$ cat src/rtl/historical_bit_packer_if.sv
// Bit intake and row-word output bundle of the historical bit packer.
interface historical_bit_packer_if #(
  parameter int NrOfBits  = 28,
  parameter int AddrBits  = 5,
  parameter int CntBits   = $clog2(NrOfBits + 1)
);
  logic                Clear;
  logic                Hold;
  logic                BitIn;
  logic                BitValid;
  logic                BitReady;
  logic [NrOfBits-1:0] WordOut;
  logic                WordTick;
  logic [AddrBits-1:0] WordAddr;
  logic [CntBits-1:0]  BitCount;
  logic                FrameDone;

  modport master (
    output Clear, Hold, BitIn, BitValid,
    input  BitReady, WordOut, WordTick,
    input  WordAddr, BitCount, FrameDone
  );

  modport slave (
    input  Clear, Hold, BitIn, BitValid,
    output BitReady, WordOut, WordTick,
    output WordAddr, BitCount, FrameDone
  );
endinterface

$ cat src/rtl/historical_bit_packer.sv
// Packs canvas pixel bits MSB-first into row words and
// strobes them into the HistoricalBit register bank.
module historical_bit_packer #(
  parameter int NrOfBits  = 28,
  parameter int NrOfWords = 28,
  parameter int AddrBits  = 5,
  parameter int CntBits   = $clog2(NrOfBits + 1)
) (
  input  logic clk_i,
  input  logic rst_ni,
  historical_bit_packer_if.slave bus
);

  localparam logic [0:0] FILL = 1'b0;
  localparam logic [0:0] DONE = 1'b1;

  localparam logic [CntBits-1:0]  LastBit =
    CntBits'(NrOfBits - 1);
  localparam logic [AddrBits-1:0] LastRow =
    AddrBits'(NrOfWords - 1);

  logic [0:0]          state_q, state_d;
  logic [NrOfBits-1:0] shift_q, shift_d;
  logic [CntBits-1:0]  cnt_q, cnt_d;
  logic [AddrBits-1:0] row_q, row_d;
  logic [NrOfBits-1:0] word_q, word_d;
  logic [AddrBits-1:0] addr_q, addr_d;
  logic                tick_q, tick_d;
  logic                done_q, done_d;

  logic                ready;
  logic                xfer;
  logic [NrOfBits-1:0] shifted;

  // Ready is gated by reset so every output reads 0 while held in reset.
  assign ready = rst_ni & (state_q == FILL) &
                 ~bus.Hold & ~bus.Clear;
  assign xfer    = bus.BitValid & ready;
  assign shifted = {shift_q[NrOfBits-2:0], bus.BitIn};

  always_comb begin
    state_d = state_q;
    shift_d = shift_q;
    cnt_d   = cnt_q;
    row_d   = row_q;
    word_d  = word_q;
    addr_d  = addr_q;
    tick_d  = 1'b0;
    done_d  = done_q;
    unique case (1'b1)
      bus.Clear: begin
        state_d = FILL;
        cnt_d   = '0;
        row_d   = '0;
        done_d  = 1'b0;
      end
      xfer: begin
        shift_d = shifted;
        if (cnt_q == LastBit) begin
          cnt_d  = '0;
          word_d = shifted;
          addr_d = row_q;
          tick_d = 1'b1;
          if (row_q == LastRow) begin
            state_d = DONE;
            done_d  = 1'b1;
          end else begin
            row_d = row_q + AddrBits'(1);
          end
        end else begin
          cnt_d = cnt_q + CntBits'(1);
        end
      end
      default: ;
    endcase
  end

  always_ff @(posedge clk_i or negedge rst_ni) begin
    if (!rst_ni) begin
      state_q <= FILL;
      shift_q <= '0;
      cnt_q   <= '0;
      row_q   <= '0;
      word_q  <= '0;
      addr_q  <= '0;
      tick_q  <= 1'b0;
      done_q  <= 1'b0;
    end else begin
      state_q <= state_d;
      shift_q <= shift_d;
      cnt_q   <= cnt_d;
      row_q   <= row_d;
      word_q  <= word_d;
      addr_q  <= addr_d;
      tick_q  <= tick_d;
      done_q  <= done_d;
    end
  end

  assign bus.BitReady  = ready;
  assign bus.WordOut   = word_q;
  assign bus.WordTick  = tick_q;
  assign bus.WordAddr  = addr_q;
  assign bus.BitCount  = cnt_q;
  assign bus.FrameDone = done_q;

endmodule
$ cat src/flat_wrapper.sv
// flat-port wrapper written by rule: the top's interface ports become plain ports
module historical_bit_packer_flat 
#(
  parameter int NrOfBits  = 28,
  parameter int NrOfWords = 28,
  parameter int AddrBits  = 5,
  parameter int CntBits   = $clog2(NrOfBits + 1)
)
  (clk_i, rst_ni, bus_Clear, bus_Hold, bus_BitIn, bus_BitValid, bus_BitReady, bus_WordOut, bus_WordTick, bus_WordAddr, bus_BitCount, bus_FrameDone);
  historical_bit_packer_if #(.NrOfBits(NrOfBits), .AddrBits(AddrBits), .CntBits(CntBits)) bus_i ();
  input  logic clk_i;
  input  logic rst_ni;
  input wire logic [$bits(bus_i.Clear)-1:0] bus_Clear;
  input wire logic [$bits(bus_i.Hold)-1:0] bus_Hold;
  input wire logic [$bits(bus_i.BitIn)-1:0] bus_BitIn;
  input wire logic [$bits(bus_i.BitValid)-1:0] bus_BitValid;
  output wire logic [$bits(bus_i.BitReady)-1:0] bus_BitReady;
  output wire logic [$bits(bus_i.WordOut)-1:0] bus_WordOut;
  output wire logic [$bits(bus_i.WordTick)-1:0] bus_WordTick;
  output wire logic [$bits(bus_i.WordAddr)-1:0] bus_WordAddr;
  output wire logic [$bits(bus_i.BitCount)-1:0] bus_BitCount;
  output wire logic [$bits(bus_i.FrameDone)-1:0] bus_FrameDone;
  assign bus_i.Clear = bus_Clear;
  assign bus_i.Hold = bus_Hold;
  assign bus_i.BitIn = bus_BitIn;
  assign bus_i.BitValid = bus_BitValid;
  assign bus_BitReady = bus_i.BitReady;
  assign bus_WordOut = bus_i.WordOut;
  assign bus_WordTick = bus_i.WordTick;
  assign bus_WordAddr = bus_i.WordAddr;
  assign bus_BitCount = bus_i.BitCount;
  assign bus_FrameDone = bus_i.FrameDone;
  historical_bit_packer #(.NrOfBits(NrOfBits), .NrOfWords(NrOfWords), .AddrBits(AddrBits), .CntBits(CntBits)) u_core (.clk_i(clk_i), .rst_ni(rst_ni), .bus(bus_i));
endmodule
$ cat config.mk
export PLATFORM = sky130hd
export DESIGN_NAME = historical_bit_packer_flat
export DESIGN_NICKNAME = d
export VERILOG_FILES = /design/src/rtl/historical_bit_packer_if.sv /design/src/rtl/historical_bit_packer.sv /design/src/flat_wrapper.sv
export SDC_FILE = /design/constraint.sdc
export NUM_CORES = 1
export LEC_CHECK = 0
export ABC_CLOCK_PERIOD_IN_PS = 2100
export BUFFER_PORTS_ARGS = -buffer_cell sky130_fd_sc_hd__buf_2
export CORE_UTILIZATION = 58
export CTS_BUF_LIST = sky130_fd_sc_hd__clkbuf_4 sky130_fd_sc_hd__clkbuf_8
export DETAILED_ROUTE_END_ITERATION = 8
export PLACE_DENSITY = 0.79
export REMOVE_ABC_BUFFERS = 1
export SYNTH_ARGS = -nofsm -noshare
export SYNTH_HDL_FRONTEND = slang
export SYNTH_SLANG_ARGS = --single-unit
$ cat constraint.sdc
create_clock -name clk_i -period 2.1 [get_ports clk_i]
set_input_delay 0 -clock clk_i [delete_from_list [all_inputs] [get_ports clk_i]]
set_output_delay 0 -clock clk_i [all_outputs]
set_load 0.03 [all_outputs]
After elaboration in Yosys (flattened, before gate mapping)
Cells that the tools add are included.
{"block": "totals", "wordCells": 35, "in_bits": 6, "regBits": 72, "output_inout_bits": 41}
{"block": "classes", "bitwise_logic": 7, "addsub": 2, "n_reduce_logical": 4, "eq_ne": 5, "mux": 10}
{"operator": "5-bit one-hot mux with 2 select lines", "count": 2}
{"operator": "5-bit 2-to-1 mux", "count": 3}
{"operator": "5-bit by 1-bit adder with 5-bit output (second input constant)", "count": 2}
{"operator": "5-bit == test (second input constant)", "count": 2}
{"operator": "2-bit != test (second input constant)", "count": 3}
{"operator": "3-bit AND reduction", "count": 2}
{"operator": "1-bit bitwise AND", "count": 4}
{"operator": "1-bit 2-to-1 mux", "count": 4}
{"operator": "1-bit NOT", "count": 3}
{"operator": "1-bit one-hot mux with 2 select lines", "count": 1}
{"operator": "2-bit AND reduction", "count": 1}
{"operator": "2-bit nonzero test", "count": 1}

Logic depth before layout (Yosys ltp)
Gate-level depths: netlist (run 1).
{"block": "depth", "word_depth": 7, "mapped_depth": 5, "mapped_depth_nobuf": 4}

Worst setup path after synthesis (run 1)
OpenSTA, ideal clock, no wires.
{"block": "synth_path", "kind": "register to register", "startpoint": "reg u_core.bus.FrameDone (netlist name)", "endpoint": "reg u_core.addr_q[0] (netlist: u_core.bus.WordAddr[0])", "synth_period_minus_slack_ns": 2.051, "n_path_buf": 1, "slack_ns": 0.049, "path_stages_with_launch": 5, "arrival_ns": 1.926, "path_cell_list": "dfrtp_1 > nor4b_4 > nand3_4 > buf_6 > mux2_4"}
{"item": "end signal, assigned", "line": "historical_bit_packer.sv:94", "rtl": "addr_q <= addr_d;"}
{"item": "end, declared", "line": "historical_bit_packer.sv:27", "rtl": "logic [AddrBits-1:0] addr_q, addr_d;"}

Final worst setup path (run 1)
{"block": "layout_path", "startpoint": "reg u_core.cnt_q[0] (netlist: u_core.bus.BitCount[0])", "endpoint": "reg u_core.word_q[13] (netlist: u_core.bus.WordOut[13])"}
{"block": "layout_via", "elab_chain_len": 2}
{"item": "start, declared", "line": "historical_bit_packer.sv:24", "rtl": "logic [CntBits-1:0] cnt_q, cnt_d;"}
{"item": "start signal, assigned", "line": "historical_bit_packer.sv:91", "rtl": "cnt_q <= cnt_d;"}
{"item": "5-bit == test", "line": "historical_bit_packer.sv:59", "rtl": "if (cnt_q == LastBit) begin"}
{"item": "2-bit AND reduction (no source line)"}
{"item": "end signal, assigned", "line": "historical_bit_packer.sv:93", "rtl": "word_q <= word_d;"}
{"item": "end, declared", "line": "historical_bit_packer.sv:26", "rtl": "logic [NrOfBits-1:0] word_q, word_d;"}
Every way passes these cells.
A chain may end at the register's enable or synchronous reset.

==> flow_summary.toml, run 1 <==
[setup_path]
r2r_slack_ps = 220
crit_arrival_ps = 2090
worstReg2RegEnd = "u_core.bus.WordOut[13]$_DFFE_PN0P_"
crit_slowest_cell = "dfrtp_1"
crit_fanout = 13
crit_chain = "ha_1, and4b_1, nand3_4, buf_12, mux2_4"
critPathLaunchType = "flop"
worstRegToRegCells = 5
required_ps = 2320
end_kind = "flop"
slowest_delay_ps = 400
path_class = "flop to flop"
timing.rr.start = "u_core.bus.BitCount[0]$_DFFE_PN0P_"

[timing]
rsz0062_at_grt = "no"
fin_crit_sh_pct = 89.5
hold_ws_ps = 32.4
min_period_ps = 1880
finalMaxSlewViolations = 0
max_freq_mhz = 532
setup_violations = 0
final.setup_skew_ps = 6.69
worst_pin_slew_ps = 788
setup_ws_ps = 221
hold_violations = 0
slew_headroom_pct = 47.4

[synth]
yosysTopAreaCell = "dfrtp_1"
ys_seq_area_share_pct = 59.3
synth_top_area_share_pct = 59.3
synth_area_um2 = 3040
postSynthAreaPerCell_um2 = 15.8
yosys_warnings = 0
synth_cells = 193
yosysUniqueCellTypes = 29
synth-seq-cells = 72
synthTopCellsByArea = "dfrtp_1 59%, mux2_4 14%, mux2_2 13%"

[layout]
multi_input_area_um2 = 1160
nFillCells = 331
n_antenna_cell = 0
layout_common_cells = "72 x dfrtp_1, 45 x buf_2, 34 x mux2_2"
final_common_cell = "dfrtp_1"
post-route-cell-area_um2 = 3590
areaGrowthSynthToFinish_pct = 18.1
seq_area_um2 = 1800
drive_above_1_share_pct = 52.0
layout.nets = 259
fin_cells = 323

[grt]
antenna_found_initial = 0
grt_max_degree = 67
grt_pass1_wl_um = 8250
grt_pass1_vias = 1704
grt-ovfl-total = 0
grt.total_usage_pct = 20.5

[die]
die_y_um = 74.4
die_x_um = 74.4
die-area_um2 = 5540
io_pins = 47
core-area_um2 = 4880
row_count = 25
initial_utilization_pct = 62.3

[drt]
route.vias.total = 1729
drt_iter0_markers = 77
postRouteWirelength_um = 4950
wire_per_inst_um = 15.3
dr.pass1.iters = 4
ant_nets = 0
drc = 0
viasPerCell = 5.35

[pwr]
swShare_pct = 20.7
power_frac_comb_pct = 4.1
seq_power_share_pct = 54.5
power.leakage_nw = 1.99
clockPowerShare_pct = 41.4
power.density_nw_per_um2 = 739
power.internal_mw = 2.11
vdd_drop_max_mv = 0.379
netSwitchingPower_uw = 549

[clock_network]
cts_setup_buffers = 0
clkSinkCount = 72
tritoncts = "built"
clkLatencyLatePin_ps = 330
ctsHoldBuffers = 3
cts_buffer_depth = 2
ctsResizeCount = 0
clk_pin_slew_ps = 70
htree_levels = 3
cts_root_buffer = "clkbuf_8"
numCtsBuffers = 9

[place]
dpl.cell_count = 304
dpl_cell_area_um2 = 3360
dp.final_hpwl_um = 3320
gp_congestion = 0.877
dp_slack_ps = 227
port_buffers = 46

[min_path]
hold_class = "input port to flop"
whs_path_depth = 4
hold_path_end = "u_core.bus.BitCount[1]$_DFFE_PN0P_"
hp-start = "bus_Hold"

[run_status]
outcome = "complete, no violations"

[run]
max_cap_viol_count = 0
[state kept, by name, summed over array words and instances (netlist names)]
name and cells:
u_core.bus.WordOut 28, u_core.shift_q 27, u_core.bus.BitCount 5, u_core.bus.WordAddr 5
u_core.row_q 5, u_core.bus.FrameDone 1, u_core.bus.WordTick 1
[worst max path at each step]
stage / cells past startpoint / to / slack [ps] / startpoint
after floorplan: 3 / u_core.bus.WordAddr[0]$_DFFE_PN0P_ / -280 / u_core.bus.FrameDone$_DFFE_PN0P_
after global placement: 5 / u_core.bus.WordOut[11]$_DFFE_PN0P_ / 290 / u_core.bus.BitCount[0]$_DFFE_PN0P_
after detailed placement: 5 / u_core.bus.WordOut[13]$_DFFE_PN0P_ / 230 / u_core.bus.BitCount[0]$_DFFE_PN0P_
after CTS: 5 / u_core.bus.WordOut[13]$_DFFE_PN0P_ / 220 / u_core.bus.BitCount[0]$_DFFE_PN0P_
after global routing: 5 / u_core.bus.WordOut[16]$_DFFE_PN0P_ / 120 / u_core.bus.BitCount[0]$_DFFE_PN0P_
final: 5 / u_core.bus.WordOut[13]$_DFFE_PN0P_ / 220 / u_core.bus.BitCount[0]$_DFFE_PN0P_
[power by group through the flow]
stage	Clock (mW)	Sequential, mW	Combinational, mW
floorplan	0	1.47	0.0519
global placement	0	1.47	0.104
detailed placement	0	1.48	0.108
CTS	1.13	1.45	0.112
global route	1.19	1.45	0.125
finish	1.10	1.45	0.109
[cell type report]
type | instances | area share [%]
clock inverter | 3 | 1.11
clock buffer | 13 | 4.63
timing repair buffer | 54 | 9.06
sequential | 72 | 50.2
tap | 67 | 2.33
multi-input combinational | 110 | 32.3
inverter | 4 | 0.418
[cells by family (layout without fill, tap and decap cells)]
logic type	after synthesis	after routing	share of synthesized area [%]
buffers and inverters	11	74	2.59
adder cells (fa/ha/maj)	2	2	0.823
multiplexers	65	65	27.6
flip-flops	72	72	59.3
AO/OA/AOI/OAI	9	9	1.65
AND/OR/NAND/NOR	34	34	8.07
[critical path: cells and delay by family, from the launching register on]
kind          cells  cell delay [ps]
simple gates      2              580
flops             1              400
mux               1              300
buf+inv           1              250
fa+ha+maj         1              230
[synth_stat cells]
| library cell | count |
|---|---|
| nand4b_1 | 1 |
| nor2_1 | 4 |
| buf_6 | 5 |
| nand2_4 | 1 |
| or4_1 | 2 |
| nand3_4 | 1 |
| nor2b_1 | 5 |
| nor3_1 | 3 |
| nand2_1 | 3 |
| nor4bb_1 | 1 |
| mux2_2 | 34 |
| and4b_1 | 2 |
| o31ai_1 | 2 |
| nand4_1 | 2 |
| dfrtp_1 | 72 |
| clkbuf_1 | 2 |
| mux2_4 | 29 |
| o21ai_0 | 2 |
| nor4b_4 | 1 |
| nand4bb_1 | 1 |
| inv_1 | 4 |
| mux2_1 | 1 |
| a21oi_1 | 5 |
| nand2b_1 | 2 |
| ha_1 | 2 |
| mux2i_1 | 1 |
| or3_1 | 1 |
| nand3_1 | 3 |
| nor4b_1 | 1 |
[metrics by stage]
| stage | util [%] | setup TNS, ps | power (mW) |
|---|---|---|---|
| finish | 73.6 | 0 | 2.66 |
| global route | 73.6 | 0 | 2.77 |
| CTS | 73.6 | 0 | 2.69 |
| detailed placement | 68.8 | 0 | 1.58 |
| global placement | 68.8 | 0 | 1.58 |
| floorplan | - | -9050 | 1.52 |
[routing by layer]
metal  GRT usage (%)  share of wire, %  up-vias  routed length (um)
met5               0                 0        -                   0
met3            4.07               3.2       10                 160
met4            10.1               1.9        0                  93
met2            32.3                49       39                2420
li1                -                 -      807                   -
met1            27.3                46      873                2270
Power figures use the tool's default switching activity.
==> run 2: changes to the inputs <==
Settings changed: ABC_CLOCK_PERIOD_IN_PS 2100 to 2050, SLEW_MARGIN from default to 20.
Clock period 2.1 ns to 2.05 ns, I/O delays scaled along.
==> flow_summary.toml, run 2 (synthesis gave the netlist of run 1 again) <==
[run_status]
outcome = "complete, no violations"

[timing]
rsz0062_at_grt = "no"
setup_violations = 0
setup_ws_ps = 250
final.setup_skew_ps = 7.09
max_freq_mhz = 556
worst_pin_slew_ps = 857
min_period_ps = 1800
finalMaxSlewViolations = 0
fin_crit_sh_pct = 87.8
slew_headroom_pct = 42.9
hold_violations = 0

[die]
die_x_um = 74.4
die_y_um = 74.4
io_pins = 47
core-area_um2 = 4880
initial_utilization_pct = 62.3
die-area_um2 = 5540
row_count = 25

[setup_path]
crit_chain = "ha_1, and4b_1, nand3_4, buf_12, mux2_2"
critPathLaunchType = "flop"
crit_arrival_ps = 2030
slowest_delay_ps = 420
startpoint = "u_core.bus.BitCount[0]$_DFFE_PN0P_"
end_kind = "flop"
crit_buf_inv = 1
timing.rr.start = "u_core.bus.BitCount[0]$_DFFE_PN0P_"
required_ps = 2280
crit_slowest_cell = "dfrtp_1"
cpLargestDelayFamily = "flip-flops"
path_class = "flop to flop"
crit_fanout = 34

[layout]
final_common_cell = "dfrtp_1"
drive_above_1_share_pct = 51.4
layout_common_cells = "72 x dfrtp_1, 45 x buf_2, 34 x mux2_2"
post-route-cell-area_um2 = 3620
seq_area_um2 = 1800
layout.nets = 258
fin_cells = 322
largest_reg_flops = 28
multi_input_area_um2 = 1160
nFillCells = 319
fin_util_pct = 74.1
areaGrowthSynthToFinish_pct = 19.0
n_antenna_cell = 0

[place]
dpl_cell_area_um2 = 3330
dp_slack_ps = 267
gp_congestion = 0.884
port_buffers = 46
dpl.cell_count = 302
dp.final_hpwl_um = 2930

[drt]
viasPerCell = 5.34
postRouteWirelength_um = 4850
drc = 0
ant_nets = 0
dr.pass1.iters = 4
wire_per_inst_um = 15.1
drt_iter0_markers = 85
route.vias.total = 1719

[pwr]
power.density_nw_per_um2 = 818
total_power_mw = 2.96
vdd_drop_max_mv = 0.831
power.leakage_nw = 2.00

[grt]
grt_max_degree = 72
antenna_found_initial = 0
grt.total_usage_pct = 19.9
grt_pass1_vias = 1659
grt-ovfl-total = 0
grt_pass1_wl_um = 7920

[clock_network]
cts_buffer_depth = 2
cts_setup_buffers = 0
tritoncts = "built"
ctsResizeCount = 0
clk_pin_slew_ps = 70
cts_root_buffer = "clkbuf_8"
clkSinkCount = 72
htree_levels = 3
clkLatencyLatePin_ps = 340
numCtsBuffers = 9

[min_path]
hp-start = "bus_Hold"
hold_class = "input port to flop"

[run]
max_cap_viol_count = 0
[run 2: worst reg2reg max path, stage by stage, from the launching register on]
cell and delay (ps):
dfrtp_1 420, ha_1 250, and4b_1 260, nand3_4 110, buf_12 260, mux2_2 390
[run 2: layout make-up]
type,instances,area share [%]
Sequential cell,72,49.8
Multi-Input combinational cell,110,32.1
Timing Repair Buffer,53,8.51
Clock buffer,11,4.01
Clock inverter,5,2.87
Tap cell,67,2.32
Inverter,4,0.415
[run 2: where the power goes]
group	switching, mW	leakage [nW]	internal [mW]
Combinational	0.0619	0.870	0.0501
Clock	0.509	0.127	0.855
Sequential	0.0246	1.00	1.46
Total	0.596	2.00	2.36
[run 2: what timing repair did]
item | in CTS | in global routing
hold buffers | 4 | 0
setup endpoints to repair | 0 | 0
hold endpoints to repair | 75 | 0
[run 2: metal layers]
layer	wire length (um)	GRT usage (%)	up-vias	part of all wire [%]
met3	211	7.59	9	4.4
met2	2210	28.4	36	46
met4	85	8.81	0	1.8
met1	2340	27.0	870	48
met5	0	0	-	0
li1	-	-	804	-
[run 2: worst paths after layout]
check,end,cells after the start,slack [ps]
worst min-delay path,u_core.bus.BitCount[1]$_DFFE_PN0P_,4,20
max in group asynchronous,u_core.shift_q[2]$_DFFE_PN0P_,3,1050
worst max-delay path,u_core.bus.WordOut[18]$_DFFE_PN0P_,5,250
min in group asynchronous,u_core.bus.WordOut[25]$_DFFE_PN0P_,3,440
worst max register to register,u_core.bus.WordOut[18]$_DFFE_PN0P_,5,250
worst min register to register,u_core.bus.WordOut[4]$_DFFE_PN0P_,1,500
[run 2: through the flow]
stage               setup TNS (ps)  hold WS (ps)
CTS                              0         0.565
global placement                 0          -200
finish                           0          20.9
floorplan                   -10700          -296
global route                     0          48.0
detailed placement               0          -198
==> run 3: changes to the inputs <==
Settings changed: ABC_CLOCK_PERIOD_IN_PS 2050 to 1700.
Clock period 2.05 ns to 1.7 ns, I/O delays scaled along.
==> flow_summary.toml, run 3 (synthesis gave the netlist of run 1 again) <==
[setup_path]
startpoint = "u_core.bus.BitCount[1]$_DFFE_PN0P_"
path_class = "flop to flop"
crit_fanout = 7
critPathLaunchType = "flop"
end_kind = "flop"
crit_arrival_ps = 1890
timing.rr.start = "u_core.bus.BitCount[1]$_DFFE_PN0P_"
required_ps = 1920

[die]
die_y_um = 74.4
initial_utilization_pct = 62.3
die-area_um2 = 5540
io_pins = 47
die_x_um = 74.4
core-area_um2 = 4880
row_count = 25

[place]
gp_congestion = 0.799
dp.final_hpwl_um = 3290
port_buffers = 46
dpl_cell_area_um2 = 3400

[pwr]
power.density_nw_per_um2 = 824
vdd_drop_max_mv = 0.550
total_power_mw = 3.10
power.leakage_nw = 2.06

[layout]
post-route-cell-area_um2 = 3760
layout.nets = 270
drive_above_1_share_pct = 56.8
nFillCells = 290
fin_util_pct = 77.1
n_antenna_cell = 0
final_common_cell = "dfrtp_1"
areaGrowthSynthToFinish_pct = 23.7
layout_common_cells = "72 x dfrtp_1, 45 x buf_2, 33 x mux2_2"
largest_reg_flops = 28

[drt]
drt_iter0_markers = 77
drc = 0
route.vias.total = 1828
dr.pass1.iters = 4
ant_nets = 0
viasPerCell = 5.49
wire_per_inst_um = 16.4
postRouteWirelength_um = 5480

[clock_network]
clkSinkCount = 72
cts_root_buffer = "clkbuf_8"
cts_buffer_depth = 2
clkLatencyLatePin_ps = 330
clk_pin_slew_ps = 70
numCtsBuffers = 9
htree_levels = 3
tritoncts = "built"

[grt]
antenna_found_initial = 0
grt_max_degree = 68
grt_pass1_wl_um = 8380
grt_pass1_vias = 1781
grt.total_usage_pct = 20.7
grt-ovfl-total = 0

[run]
max_cap_viol_count = 0

[timing]
setup_violations = 0
setup-tns-final_ps = 0
fin_crit_sh_pct = 98.5
final.setup_skew_ps = 8.76
rsz0062_at_grt = "yes"
worst_pin_slew_ps = 813
hold_violations = 0
max_freq_mhz = 597
min_period_ps = 1670
finalMaxSlewViolations = 0
hold_ws_ps = 33.8
slew_headroom_pct = 45.8

[run_status]
outcome = "complete, no violations"

[min_path]
hold_class = "input port to asynchronous set/reset pin"
[run 3: what timing repair did]
action	4_1_cts	5_1_grt
resized for setup	3	9
hold buffers	2	0
pin swaps	0	7
buffers inserted	0	2
setup endpoints to repair	4	27
endpoints found under the hold margin	69	0
gates cloned	0	4
[run 3: area by class of cell]
cell class              count  area, um^2  area share [%]
inverters                   4        15.0           0.399
clock inverters             3        18.8           0.499
clock buffers              12         153            4.06
well taps                  67        83.8            2.23
repair buffers             65         462            12.3
multi-input cells         110        1230            32.7
flip-flops and latches     72        1800            47.9
[run 3: path summary, 6_finish.rpt]
path / end / cells after the start / slack, ps
worst min-delay path: u_core.bus.BitCount[1]$_DFFE_PN0P_ / 2 / 30
worst max-delay path: u_core.bus.WordOut[21]$_DFFE_PN0P_ / 5 / 30
max in group asynchronous: u_core.bus.WordOut[11]$_DFFE_PN0P_ / 3 / 660
worst min register to register: u_core.bus.WordOut[23]$_DFFE_PN0P_ / 1 / 500
worst max register to register: u_core.bus.WordOut[21]$_DFFE_PN0P_ / 5 / 30
min in group clk_i: u_core.bus.BitCount[1]$_DFFE_PN0P_ / 4 / 40
[run 3: stage by stage]
stage | instances | setup slack (ps)
after floorplan | 186 | -676
after global placement | 310 | 28.7
after detailed placement | 310 | -38.1
after CTS | 327 | 10.5
after global routing | 333 | -24.0
final | 333 | 25.7
[run 3: critical path: stages (launching register included)]
cell and delay, ps:
dfrtp_1 390, ha_4 160, and4b_2 290, nand3_4 190, clkbuf_16 230, mux2_4 300
[run 3: layer usage]
| layer | GRT usage (%) | vias to the layer above | share of wire (%) | wire, um |
|---|---|---|---|---|
| met5 | 0 | - | 0 | 0 |
| met4 | 10.1 | 0 | 1.4 | 79 |
| met3 | 4.47 | 8 | 3.6 | 197 |
| met2 | 32.4 | 48 | 50 | 2720 |
| met1 | 27.7 | 942 | 45 | 2480 |
| li1 | - | 830 | - | - |
[run 3: report_power, final]
group          switching, mW  total [mW]  internal, mW  leakage (nW)
logic                 0.0813       0.146        0.0648         0.965
registers             0.0341        1.79          1.76          1.00
clock network          0.571        1.16         0.592        0.0930
total                  0.686        3.10          2.41          2.06
